**src/rtl/pipeline_stall_ctrl_if.sv**
```systemverilog
// Handshake bundle between the hazard detector, decode and the pipeline stall/flush controller.
// The master side drives hazard/decode flags; the slave side (controller) drives enables, release pulses and counters.
interface pipeline_stall_ctrl_if #(
  parameter int CNT_W = 16
);
  logic             data_hazard;
  logic             control_hazard;
  logic             call;
  logic             ret;
  logic             branch;
  logic             cnt_clr;
  logic             pc_write_en;
  logic             ifid_write_en;
  logic             ifid_flush;
  logic             idex_bubble;
  logic             clr_call_haz;
  logic             clr_ret_haz;
  logic             clr_branch_haz;
  logic [CNT_W-1:0] data_stall_cnt;
  logic [CNT_W-1:0] ctrl_stall_cnt;
  logic             hazard_err;

  modport master (
    output data_hazard, control_hazard, call, ret, branch, cnt_clr,
    input  pc_write_en, ifid_write_en, ifid_flush, idex_bubble,
    input  clr_call_haz, clr_ret_haz, clr_branch_haz,
    input  data_stall_cnt, ctrl_stall_cnt, hazard_err
  );

  modport slave (
    input  data_hazard, control_hazard, call, ret, branch, cnt_clr,
    output pc_write_en, ifid_write_en, ifid_flush, idex_bubble,
    output clr_call_haz, clr_ret_haz, clr_branch_haz,
    output data_stall_cnt, ctrl_stall_cnt, hazard_err
  );
endinterface

```
**src/rtl/pipeline_stall_ctrl.sv**
```systemverilog
// Front-end stall/flush controller: data-hazard bubbles, timed control-transfer waits with
// one-cycle hazard release pulses, and saturating stall-cycle counters for performance debug.
module pipeline_stall_ctrl #(
  parameter int CALL_CYCLES   = 2,
  parameter int RET_CYCLES    = 3,
  parameter int BRANCH_CYCLES = 2,
  parameter int CNT_W         = 16
) (
  input logic                 clk,
  input logic                 rst,
  pipeline_stall_ctrl_if.slave bus
);

  localparam logic [0:0] S_RUN  = 1'b0;
  localparam logic [0:0] S_WAIT = 1'b1;

  localparam logic [1:0] CT_NONE = 2'd0;
  localparam logic [1:0] CT_CALL = 2'd1;
  localparam logic [1:0] CT_RET  = 2'd2;
  localparam logic [1:0] CT_BR   = 2'd3;

  localparam logic [3:0] CALL_LD = 4'(CALL_CYCLES - 1);
  localparam logic [3:0] RET_LD  = 4'(RET_CYCLES - 1);
  localparam logic [3:0] BR_LD   = 4'(BRANCH_CYCLES - 1);

  localparam logic [CNT_W-1:0] CNT_MAX = '1;

  logic [0:0]       state;
  logic [3:0]       wait_cnt;
  logic [1:0]       ctrl_type;
  logic [CNT_W-1:0] r_data_cnt;
  logic [CNT_W-1:0] r_ctrl_cnt;
  logic             r_err;

  logic             w_run;
  logic             w_last;
  logic             w_accept;
  logic [1:0]       w_type;
  logic [3:0]       w_ld;

  assign w_run    = (state == S_RUN);
  assign w_last   = (state == S_WAIT) && (wait_cnt == 4'd0);
  assign w_accept = w_run && !bus.data_hazard && (bus.call || bus.ret || bus.branch);

  // ret > call > branch when several decode flags are raised together
  always_comb begin
    w_type = CT_BR;
    w_ld   = BR_LD;
    if (bus.ret) begin
      w_type = CT_RET;
      w_ld   = RET_LD;
    end else if (bus.call) begin
      w_type = CT_CALL;
      w_ld   = CALL_LD;
    end
  end

  // Enables are purely combinational so a stall takes effect in the same cycle
  always_comb begin
    bus.pc_write_en    = 1'b0;
    bus.ifid_write_en  = 1'b0;
    bus.ifid_flush     = 1'b1;
    bus.idex_bubble    = 1'b1;
    bus.clr_call_haz   = 1'b0;
    bus.clr_ret_haz    = 1'b0;
    bus.clr_branch_haz = 1'b0;
    if (!rst) begin
      if (w_run) begin
        bus.ifid_flush    = 1'b0;
        bus.pc_write_en   = !bus.data_hazard;
        bus.ifid_write_en = !bus.data_hazard;
        bus.idex_bubble   = bus.data_hazard;
      end else begin
        bus.ifid_flush     = 1'b1;
        bus.ifid_write_en  = 1'b1;
        bus.idex_bubble    = 1'b0;
        bus.pc_write_en    = w_last;
        bus.clr_call_haz   = w_last && (ctrl_type == CT_CALL);
        bus.clr_ret_haz    = w_last && (ctrl_type == CT_RET);
        bus.clr_branch_haz = w_last && (ctrl_type == CT_BR);
      end
    end
  end

  always_ff @(posedge clk) begin
    if (rst) begin
      state      <= S_RUN;
      wait_cnt   <= 4'd0;
      ctrl_type  <= CT_NONE;
      r_data_cnt <= '0;
      r_ctrl_cnt <= '0;
      r_err      <= 1'b0;
    end else begin
      if (w_run) begin
        if (w_accept) begin
          state     <= S_WAIT;
          ctrl_type <= w_type;
          wait_cnt  <= w_ld;
        end
      end else begin
        if (!bus.control_hazard)
          r_err <= 1'b1;
        if (wait_cnt == 4'd0)
          state <= S_RUN;
        else
          wait_cnt <= wait_cnt - 4'd1;
      end

      // clear wins over a same-cycle increment
      if (bus.cnt_clr) begin
        r_data_cnt <= '0;
        r_ctrl_cnt <= '0;
      end else begin
        if (w_run && bus.data_hazard && (r_data_cnt != CNT_MAX))
          r_data_cnt <= r_data_cnt + 1'b1;
        if (!w_run && (r_ctrl_cnt != CNT_MAX))
          r_ctrl_cnt <= r_ctrl_cnt + 1'b1;
      end
    end
  end

  assign bus.data_stall_cnt = r_data_cnt;
  assign bus.ctrl_stall_cnt = r_ctrl_cnt;
  assign bus.hazard_err     = r_err;

endmodule

```
**src/flat_wrapper.sv**
```systemverilog
// flat-port wrapper written by rule: the top's interface ports become plain ports
module pipeline_stall_ctrl_flat 
#(
  parameter int CALL_CYCLES   = 2,
  parameter int RET_CYCLES    = 3,
  parameter int BRANCH_CYCLES = 2,
  parameter int CNT_W         = 16
)
  (clk, rst, bus_data_hazard, bus_control_hazard, bus_call, bus_ret, bus_branch, bus_cnt_clr, bus_pc_write_en, bus_ifid_write_en, bus_ifid_flush, bus_idex_bubble, bus_clr_call_haz, bus_clr_ret_haz, bus_clr_branch_haz, bus_data_stall_cnt, bus_ctrl_stall_cnt, bus_hazard_err);
  pipeline_stall_ctrl_if #(.CNT_W(CNT_W)) bus_i ();
  input logic clk;
  input logic rst;
  input wire logic [$bits(bus_i.data_hazard)-1:0] bus_data_hazard;
  input wire logic [$bits(bus_i.control_hazard)-1:0] bus_control_hazard;
  input wire logic [$bits(bus_i.call)-1:0] bus_call;
  input wire logic [$bits(bus_i.ret)-1:0] bus_ret;
  input wire logic [$bits(bus_i.branch)-1:0] bus_branch;
  input wire logic [$bits(bus_i.cnt_clr)-1:0] bus_cnt_clr;
  output wire logic [$bits(bus_i.pc_write_en)-1:0] bus_pc_write_en;
  output wire logic [$bits(bus_i.ifid_write_en)-1:0] bus_ifid_write_en;
  output wire logic [$bits(bus_i.ifid_flush)-1:0] bus_ifid_flush;
  output wire logic [$bits(bus_i.idex_bubble)-1:0] bus_idex_bubble;
  output wire logic [$bits(bus_i.clr_call_haz)-1:0] bus_clr_call_haz;
  output wire logic [$bits(bus_i.clr_ret_haz)-1:0] bus_clr_ret_haz;
  output wire logic [$bits(bus_i.clr_branch_haz)-1:0] bus_clr_branch_haz;
  output wire logic [$bits(bus_i.data_stall_cnt)-1:0] bus_data_stall_cnt;
  output wire logic [$bits(bus_i.ctrl_stall_cnt)-1:0] bus_ctrl_stall_cnt;
  output wire logic [$bits(bus_i.hazard_err)-1:0] bus_hazard_err;
  assign bus_i.data_hazard = bus_data_hazard;
  assign bus_i.control_hazard = bus_control_hazard;
  assign bus_i.call = bus_call;
  assign bus_i.ret = bus_ret;
  assign bus_i.branch = bus_branch;
  assign bus_i.cnt_clr = bus_cnt_clr;
  assign bus_pc_write_en = bus_i.pc_write_en;
  assign bus_ifid_write_en = bus_i.ifid_write_en;
  assign bus_ifid_flush = bus_i.ifid_flush;
  assign bus_idex_bubble = bus_i.idex_bubble;
  assign bus_clr_call_haz = bus_i.clr_call_haz;
  assign bus_clr_ret_haz = bus_i.clr_ret_haz;
  assign bus_clr_branch_haz = bus_i.clr_branch_haz;
  assign bus_data_stall_cnt = bus_i.data_stall_cnt;
  assign bus_ctrl_stall_cnt = bus_i.ctrl_stall_cnt;
  assign bus_hazard_err = bus_i.hazard_err;
  pipeline_stall_ctrl #(.CALL_CYCLES(CALL_CYCLES), .RET_CYCLES(RET_CYCLES), .BRANCH_CYCLES(BRANCH_CYCLES), .CNT_W(CNT_W)) u_core (.clk(clk), .rst(rst), .bus(bus_i));
endmodule
```
**config.mk**
```make
export PLATFORM = sky130hd
export DESIGN_NAME = pipeline_stall_ctrl_flat
export DESIGN_NICKNAME = d
export VERILOG_FILES = /design/src/rtl/pipeline_stall_ctrl_if.sv /design/src/rtl/pipeline_stall_ctrl.sv /design/src/flat_wrapper.sv
export SDC_FILE = /design/constraint.sdc
export NUM_CORES = 1
export LEC_CHECK = 0
export CAP_MARGIN = 20
export CELL_PAD_IN_SITES_DETAIL_PLACEMENT = 0
export CELL_PAD_IN_SITES_GLOBAL_PLACEMENT = 2
export CORE_UTILIZATION = 30
export CTS_CLUSTER_DIAMETER = 150
export CTS_CLUSTER_SIZE = 16
export DETAILED_ROUTE_END_ITERATION = 10
export PLACE_DENSITY = 0.86
export RECOVER_POWER = 50
export SLEW_MARGIN = 20
export SYNTH_ARGS = -nofsm -noshare
export SYNTH_HDL_FRONTEND = slang
export SYNTH_SLANG_ARGS = --single-unit
```
**constraint.sdc**
```tcl
create_clock -name clk -period 5.4 [get_ports clk]
set_input_delay 1.08 -clock clk [delete_from_list [all_inputs] [get_ports clk]]
set_output_delay 1.08 -clock clk [all_outputs]
set_load 0.02 [all_outputs]
```
[Word-level counts from Yosys, hierarchy flattened]
Cells that the tools add are included.
Word-level totals
  register bits after elaboration: 40
  output and inout bits: 40
  word-level logic and storage cells: 58
Operators by class
  $add $sub $neg: 3
  equality and inequality tests: 6
  multiplexer cells: 23
  bitwise logic cells: 2
  reductions and logical operators: 18
Operator list (count)
  adder 16 x 1 -> 16 bit, second input constant: 2
  != test 16 bit, second input constant: 2
  2-to-1 mux 1 bit: 17
  2-to-1 mux 4 bit: 3
  logical AND 1 bit: 9
  2-to-1 mux 2 bit: 3
  AND reduction 2 bit: 3
  equality test 2 bit, second input constant: 2
  logical NOT 4 bit: 1
  subtractor 4 x 1 -> 4 bit, second input constant: 1
  equality test 2 x 1 -> 1 bit, second input constant: 1
  logical OR 1 bit: 2
  != test 2 bit, second input constant: 1
  NOT 1 bit: 2
  nonzero test 2 bit: 1
  OR reduction 2 bit: 1
  logical NOT 1 bit: 1

[Logic depth before layout (Yosys ltp)]
Gate-level depths: netlist of the first run.
  word-level depth: 5
  mapped depth: 7

[Least setup slack after synthesis of the first run]
No wires, ideal clock.
  path kind: input-to-output
  from: input rst
  to: output bus_pc_write_en
  arrival: 1.867 ns
  setup slack: 2.453 ns
  cell stages on the path: 3
  buffers on the path: 1
  cells stage by stage: clkbuf_1 > nand2b_1 > nor2_1
Between the ends
  longest elaborated chain between the ends: 1
Ends and longest elaborated chain
  from (decl): line flat_wrapper.sv:12  | input logic rst;
  2-to-1 mux 1 bit: line pipeline_stall_ctrl.sv:67  | if (!rst) begin
  to (decl): line flat_wrapper.sv:19  | output wire logic [$bits(bus_i.pc_write_en)-1:0] bus_pc_write_en;
Every way passes these cells.

[Worst setup path after layout of the first run]
  from: input rst
  to: output bus_clr_ret_haz
Between the ends
  longest elaborated chain between the ends: 1
Ends and longest elaborated chain
  2-to-1 mux 1 bit: line pipeline_stall_ctrl.sv:67
  to (decl): line flat_wrapper.sv:24  | output wire logic [$bits(bus_i.clr_ret_haz)-1:0] bus_clr_ret_haz;
Every way passes these cells.

==> metrics.md, run 1 <==
| Metric | Value |
|---|---|
| Failing checks | `design-rule violations, max-capacitance violations, max-slew violations` |
| Number of sinks on the clock net | `40` |
| Period utilization | `0.735` |
| Diodes inserted | `0` |
| CTS resizes | `0` |
| CP max stage delay | `0.70 ns` |
| Place WS | `approximately 1.5 ns` |
| Clock Skews | `around 0.0076 ns` |
| CTS Buffer Depth | `2` |
| Largest cells by area after synthesis | `dfxtp_1, a21oi_1, or4_1` |
| Leak Pwr | `around 0.9 nW` |
| Placer Congestion | `approximately 0.75` |
| Hold WC Path Type | `register to register` |
| Port bufs | `47` |
| Sw Ratio | `0.251` |
| DR WL/cell | `between 10 and 15 um` |
| Worst Path Arrival | `2.89 ns` |
| DRT Wirelength | `4.95 mm` |
| Number of global-route vias before repair | `about 1,800` |
| Worst Max-Slew Pin Slew | `~1.7 ns` |
| Clk Latency, worst-skew pair | `0.29 ns` |
| HPWL after DPL | `approximately 3.5 mm` |
| Die X | `84.4 um` |
| Synth cell types | `between 40 and 50` |
| Predominant post-synthesis flop cell | `dfxtp_1` |
| Max rail drop VDD | `about 0.14 mV` |
| Power density over the cells | `218 nW/um2` |
| Post-synth EDFFs | `0` |
| Synth warnings | `0` |
| Syn Area/Cell | `8.22 um2` |
| Worst slew margin | `-0.146` |
| CORE AREA | `between 6000 and 7000 um2` |
| Setup TNS | `0 ns` |
| P_sw | `approximately 0.15 mW` |
| Max Freq | `roughly 250 MHz` |
| TritonCTS clock tree | `built` |
| Remaining antenna violation count | `0` |
| Nets | `a little over 300` |
| Hold Violations, Final | `0` |
| Unrepaired setup endpoints after global routing | `false` |
| Comb pwr share | `0.105` |
| Die Area | `7130 um2` |
| # Post-CTS Setup Buffers | `0` |
| Internal Pwr Total | `~0.43 mW` |
| Setup ws final | `between 1 and 1.5 ns` |
| Core Rows | `29` |
| Crit-path leading delay family | `buffers and inverters` |
| Sequential power share | `0.533` |
| Layout area overhead | `30.3%` |
| Critical Path RT | `4.32 ns` |
| Initial Util | `0.316` |
| Buf/Inv on CP | `2` |
| CP Capture Type | `output pin` |
| Remaining Overflow, GRT | `0` |
| Chip height | `between 80 and 90 um` |
| Worst path cell trace | `dlygate4sd3_1 > nor3b_1 > and3b_1 > clkdlybuf4s50_1` |
| Vias | `slightly above 2,000` |
| Proportion of layout cells with a drive suffix above 1 | `0.0444` |
| H-tree depth | `2` |
| Via density per instance | `5.45` |
| CTS Buf Count | `5` |
| Top-Level Pins | `48` |
| Crit Path Max Fanout | `13` |
| Clock power frac | `0.362` |
| Residual DRC | `2` |
| Post-Synthesis Cell Area | `2040 um2` |
| Critical path startpoint category | `input pin` |
| Synth Register Bits | `40` |
| Reg clk slew, reported paths | `approximately 0.07 ns` |
| Global-route wire length before repair | `8.50 mm` |
| Register area share after synthesis | `0.393` |
| Detailed Route Iter0 Violations | `about 140` |
| Final setup fails | `0` |
| Hold buffers post-CTS | `0` |
| Placed Cells incl. Taps | `roughly 360` |
| Largest area contributor in the netlist | `dfxtp_1` |
| Crit Path Class | `input pin to output pin` |
| GRT Resource Usage Total | `0.145` |
| Top-area cell type share of the netlist area | `0.393` |
| Pre-antenna DRT Iters | `7` |
| Non-Filler Instances | `between 300 and 400` |
| Max cap viols | `1` |
| Status | `complete, but fails checks` |
| Total power | `about 0.58 mW` |
| Most frequent cells in the layout | `dfxtp_1, clkdlybuf4s50_1, a21oi_1, dlygate4sd3_1, nand2_1` |
| Ys async rst share | `0` |
| Root cell of the clock tree | `clkbuf_8` |
| Slew Limit Fails | `28` |
| Syn Nets | `roughly 260` |
| Largest net degree at the start of global routing | `28` |
| Min Tclk post-route | `between 3 and 4 ns` |
| Commonest non-fill, non-tap cell in the layout | `dfxtp_1` |
| Post-Syn Instances | `about 250` |
| Initial antenna violation count | `0` |
| Slowest-stage cell, CP | `dlygate4sd3_1` |
-- power by group through the flow --
stage / combinational [mW] / sequential (mW) / clock, mW
after global placement: 0.0623 / 0.316 / 0
after detailed placement: 0.0624 / 0.316 / 0
final: 0.0610 / 0.309 / 0.210
after CTS: 0.0627 / 0.309 / 0.215
after global routing: 0.0690 / 0.311 / 0.225
after floorplan: 0.0408 / 0.315 / 0
-- Yosys cell counts (2+ instances only) --
master,count
dfxtp_1,40
a21oi_1,27
nand2_1,16
nor2_1,15
o21ai_0,15
or4_1,13
o31ai_1,12
or3_1,12
inv_1,11
nand4_1,10
clkbuf_1,8
nand3_1,8
and4_1,7
or2_2,5
and3_1,4
a31oi_1,3
and2_1,3
ha_1,3
nor3_1,3
nor4_1,3
o41ai_1,3
a211oi_1,2
buf_2,2
mux2i_1,2
nand3b_1,2
nor3b_1,2
o311ai_0,2
-- routing by layer --
layer,vias to the layer above,share of wire,global-route usage
li1,1039,-,-
met1,931,0.50,0.205
met2,40,0.45,0.228
met3,5,0.040,0.0285
met4,0,0.0081,0.0370
met5,-,0,0
-- layout make-up --
class	instances	area, um2
Clock buffer	8	90.1
Fill cell	663	3800
Inverter	11	41.3
Multi-Input combinational cell	187	1160
Sequential cell	40	801
Tap cell	77	96.3
Timing Repair Buffer	47	470
-- kinds of logic (layout without fill, tap and decap cells) --
logic type	count (synthesis)	count (layout)	synth area share
simple gates	110	110	0.319
compound gates	71	71	0.215
flops	40	40	0.393
buf+inv	21	66	0.0399
fa+ha+maj	3	3	0.0184
mux	2	2	0.00982
xor+xnor	1	1	0.00430
-- metrics by stage --
step,cell area (um2),utilization,hold slack [ns]
final,2660,0.411,0.473
after global routing,2660,0.411,0.507
after CTS,2660,0.411,0.489
after detailed placement,2560,0.397,0.466
after global placement,2560,0.397,0.455
after floorplan,2040,-,0.451
-- path summary, 6_finish.rpt --
| path | from | to | slack [ns] | cells after the start |
|---|---|---|---|---|
| setup / recovery | rst | bus_clr_ret_haz | 1.43 | 4 |
| hold / removal | u_core.bus.hazard_err | u_core.bus.hazard_err | 0.47 | 2 |
| setup reg to reg | u_core.state | u_core.bus.data_stall_cnt[15] | 3.39 | 4 |
| hold reg to reg | u_core.bus.hazard_err | u_core.bus.hazard_err | 0.47 | 2 |
-- flip-flops by register name, summed over array words and instances, names as in the netlist --
signal / cells
u_core.bus.ctrl_stall_cnt: 16
u_core.bus.data_stall_cnt: 16
u_core.bus.hazard_err: 1
u_core.ctrl_type: 2
u_core.state: 1
u_core.wait_cnt: 4
-- worst register-to-register path: stages (launching register included) --
cell      delay (ns)
dfxtp_1         0.42
nand2b_4        0.22
or4_1           0.65
or4_1           0.51
a21oi_1         0.14
Power figures use the tool's default switching activity.
==> inputs of run 2 (changes only) <==
--- a/config.mk
+++ b/config.mk
@@ -8,11 +8,11 @@
 export CAP_MARGIN = 20
 export CELL_PAD_IN_SITES_DETAIL_PLACEMENT = 0
 export CELL_PAD_IN_SITES_GLOBAL_PLACEMENT = 2
-export CORE_UTILIZATION = 30
+export CORE_UTILIZATION = 28
 export CTS_CLUSTER_DIAMETER = 150
 export CTS_CLUSTER_SIZE = 16
 export DETAILED_ROUTE_END_ITERATION = 10
-export PLACE_DENSITY = 0.86
+export PLACE_DENSITY = 0.81
 export RECOVER_POWER = 50
 export SLEW_MARGIN = 20
 export SYNTH_ARGS = -nofsm -noshare
==> constraint.sdc (replaced) <==
create_clock -name clk -period 4.1 [get_ports clk]
set_input_delay 0.82 -clock clk [delete_from_list [all_inputs] [get_ports clk]]
set_output_delay 0.82 -clock clk [all_outputs]
set_load 0.02 [all_outputs]
==> run 2 against run 1 <==
- the flow finishes with violations (max-capacitance violations, max-slew violations)
- register-to-register slack worse by 1.3 ns
- non-clock buffer count increased by 2
- global-route usage barely moved
- largest power group unchanged
==> metrics.md, run 2 (synthesis results as in run 1) <==
| Metric | Value |
|---|---|
| Levels on crit path | `4` |
| Worst Path Arrival | `2.56 ns` |
| H-tree depth | `2` |
| Crit Path Class | `input pin to output pin` |
| Number of global-route vias before repair | `1,893` |
| CP Capture Type | `output pin` |
| Total power | `~0.76 mW` |
| Critical path startpoint category | `input pin` |
| Hold buffers post-CTS | `0` |
| Commonest non-fill, non-tap cell in the layout | `dfxtp_1` |
| Port bufs | `between 40 and 50` |
| CP max stage delay | `~0.6 ns` |
| Clock Skews | `between 0.004 and 0.005 ns` |
| DRT Wirelength | `5.21 mm` |
| Buf/Inv on CP | `3` |
| Clk Latency, worst-skew pair | `about 0.29 ns` |
| Slew Limit Fails | `28` |
| Die Area | `between 7000 and 8000 um2` |
| Proportion of layout cells with a drive suffix above 1 | `0.0475` |
| Setup TNS | `0 ns` |
| HPWL after DPL | `between 3 and 4 mm` |
| Max Freq | `just under 300 MHz` |
| Initial Util | `0.295` |
| Final setup fails | `0` |
| Unrepaired setup endpoints after global routing | `false` |
| Nets | `305` |
| Via density per instance | `around 5.2` |
| Multi-input gate area | `between 1000 and 1500 um2` |
| Max cap viols | `1` |
| Register area | `~800 um2` |
| DR WL/cell | `13.3 um` |
| Worst R2R Path Depth | `5` |
| RR Startpoint | `u_core.state` |
| CTS resizes | `0` |
| # Post-CTS Setup Buffers | `0` |
| TritonCTS clock tree | `built` |
| CTS Buf Count | `5` |
| Layout area overhead | `32.0%` |
| Max rail drop VDD | `between 0.1 and 0.15 mV` |
| Pre-antenna DRT Iters | `4` |
| Die X | `87.3 um` |
| Reg clk slew, reported paths | `roughly 0.070 ns` |
| Global-route wire length before repair | `around 8.8 mm` |
| Hold Violations, Final | `0` |
| Residual DRC | `0` |
| Hold WC Path Type | `register to register` |
| Number of sinks on the clock net | `40` |
| Setup ws final | `about 0.72 ns` |
| Wire length on met1 | `~2.5 mm` |
| Remaining antenna violation count | `0` |
| Core Rows | `30` |
| Remaining Overflow, GRT | `0` |
| Worst slew margin | `-0.118` |
| Most frequent cells in the layout | `dfxtp_1, clkdlybuf4s50_1, a21oi_1, dlygate4sd3_1, nand2_1` |
| Detailed Route Iter0 Violations | `84` |
| Crit-path leading delay family | `buffers and inverters` |
| Top-Level Pins | `between 40 and 50` |
| Period utilization | `0.824` |
| CTS Buffer Depth | `2` |
| Status | `complete, but fails checks` |
| Min Tclk post-route | `between 3 and 4 ns` |
| Non-Filler Instances | `around 390` |
| Root cell of the clock tree | `clkbuf_8` |
| Register-to-register setup slack | `around 2.1 ns` |
| Crit Path Max Fanout | `11` |
| CORE AREA | `6910 um2` |
| Worst Setup EP | `bus_ifid_flush` |
| Fill count | `742` |
| Initial antenna violation count | `0` |
| Leak Pwr | `0.895 nW` |
| Worst path cell trace | `dlygate4sd3_1 > clkbuf_1 > or2_2 > clkdlybuf4s50_1` |
| Diodes inserted | `0` |
| Met3 Wirelength | `~270 um` |
| Critical R2R Capture | `u_core.bus.data_stall_cnt[15]` |
| Post-Route Utilization | `0.389` |
| Chip height | `87.3 um` |
| Worst Max-Slew Pin Slew | `around 1.7 ns` |
| Vias | `~2,000` |
| Place WS | `just under 0.9 ns` |
| GRT Resource Usage Total | `0.145` |
| Crit path from | `rst` |
| Met2 WL post-DR | `2.35 mm` |
| Largest net degree at the start of global routing | `28` |
| Placed Cells incl. Taps | `about 380` |
| Slowest-stage cell, CP | `dlygate4sd3_1` |
| Top layer used by detailed routing | `met4` |
| Failing checks | `max-capacitance violations, max-slew violations` |
| Placer Congestion | `between 0.7 and 0.8` |
| Critical Path RT | `between 3 and 4 ns` |
| Power density over the cells | `284 nW/um2` |
-- run 2: changes by cell type in the layout (fill, tap and decap cells not counted), sizes merged --
cell    delta
buf        +1
clkbuf     +1
-- run 2: through the flow --
step | area, um2 | hold slack (ns)
finish | 2690 | 0.472
global route | 2690 | 0.525
CTS | 2690 | 0.486
floorplan | 2040 | 0.451
detailed placement | 2600 | 0.464
global placement | 2600 | 0.464
-- run 2: where the power goes --
| part | switching [mW] | internal [mW] | total (mW) | leakage (nW) |
|---|---|---|---|---|
| combinational | 0.0473 | 0.0382 | 0.0855 | 0.525 |
| sequential | 0.00716 | 0.398 | 0.405 | 0.324 |
| clock | 0.136 | 0.137 | 0.274 | 0.0455 |
-- run 2: cell type report --
class / count / area share
Multi-Input combinational cell: 187 / 0.430
Inverter: 11 / 0.0153
Timing Repair Buffer: 49 / 0.179
Tap cell: 96 / 0.0447
Clock buffer: 8 / 0.0335
Sequential cell: 40 / 0.298
-- run 2: worst min-delay path, cell delays in order (launching register included) --
cell and delay (ns):
dfxtp_1 0.33, a21oi_1 0.04, nor2_1 0.07
-- run 2: worst min path at each step --
stage / from / end / slack, ns / cells after the start
finish: u_core.bus.hazard_err / u_core.bus.hazard_err / 0.47 / 2
global placement: u_core.bus.hazard_err / u_core.bus.hazard_err / 0.46 / 2
CTS: u_core.wait_cnt[1] / u_core.wait_cnt[1] / 0.49 / 2
floorplan: u_core.wait_cnt[1] / u_core.wait_cnt[1] / 0.45 / 2
detailed placement: u_core.bus.hazard_err / u_core.bus.hazard_err / 0.46 / 2
global route: u_core.wait_cnt[1] / u_core.wait_cnt[1] / 0.53 / 2
-- run 2: routing by layer --
metal  vias up  track usage
met5         -            0
met4         0       0.0492
met2        33        0.227
li1       1040            -
met3         4       0.0370
met1       959        0.194
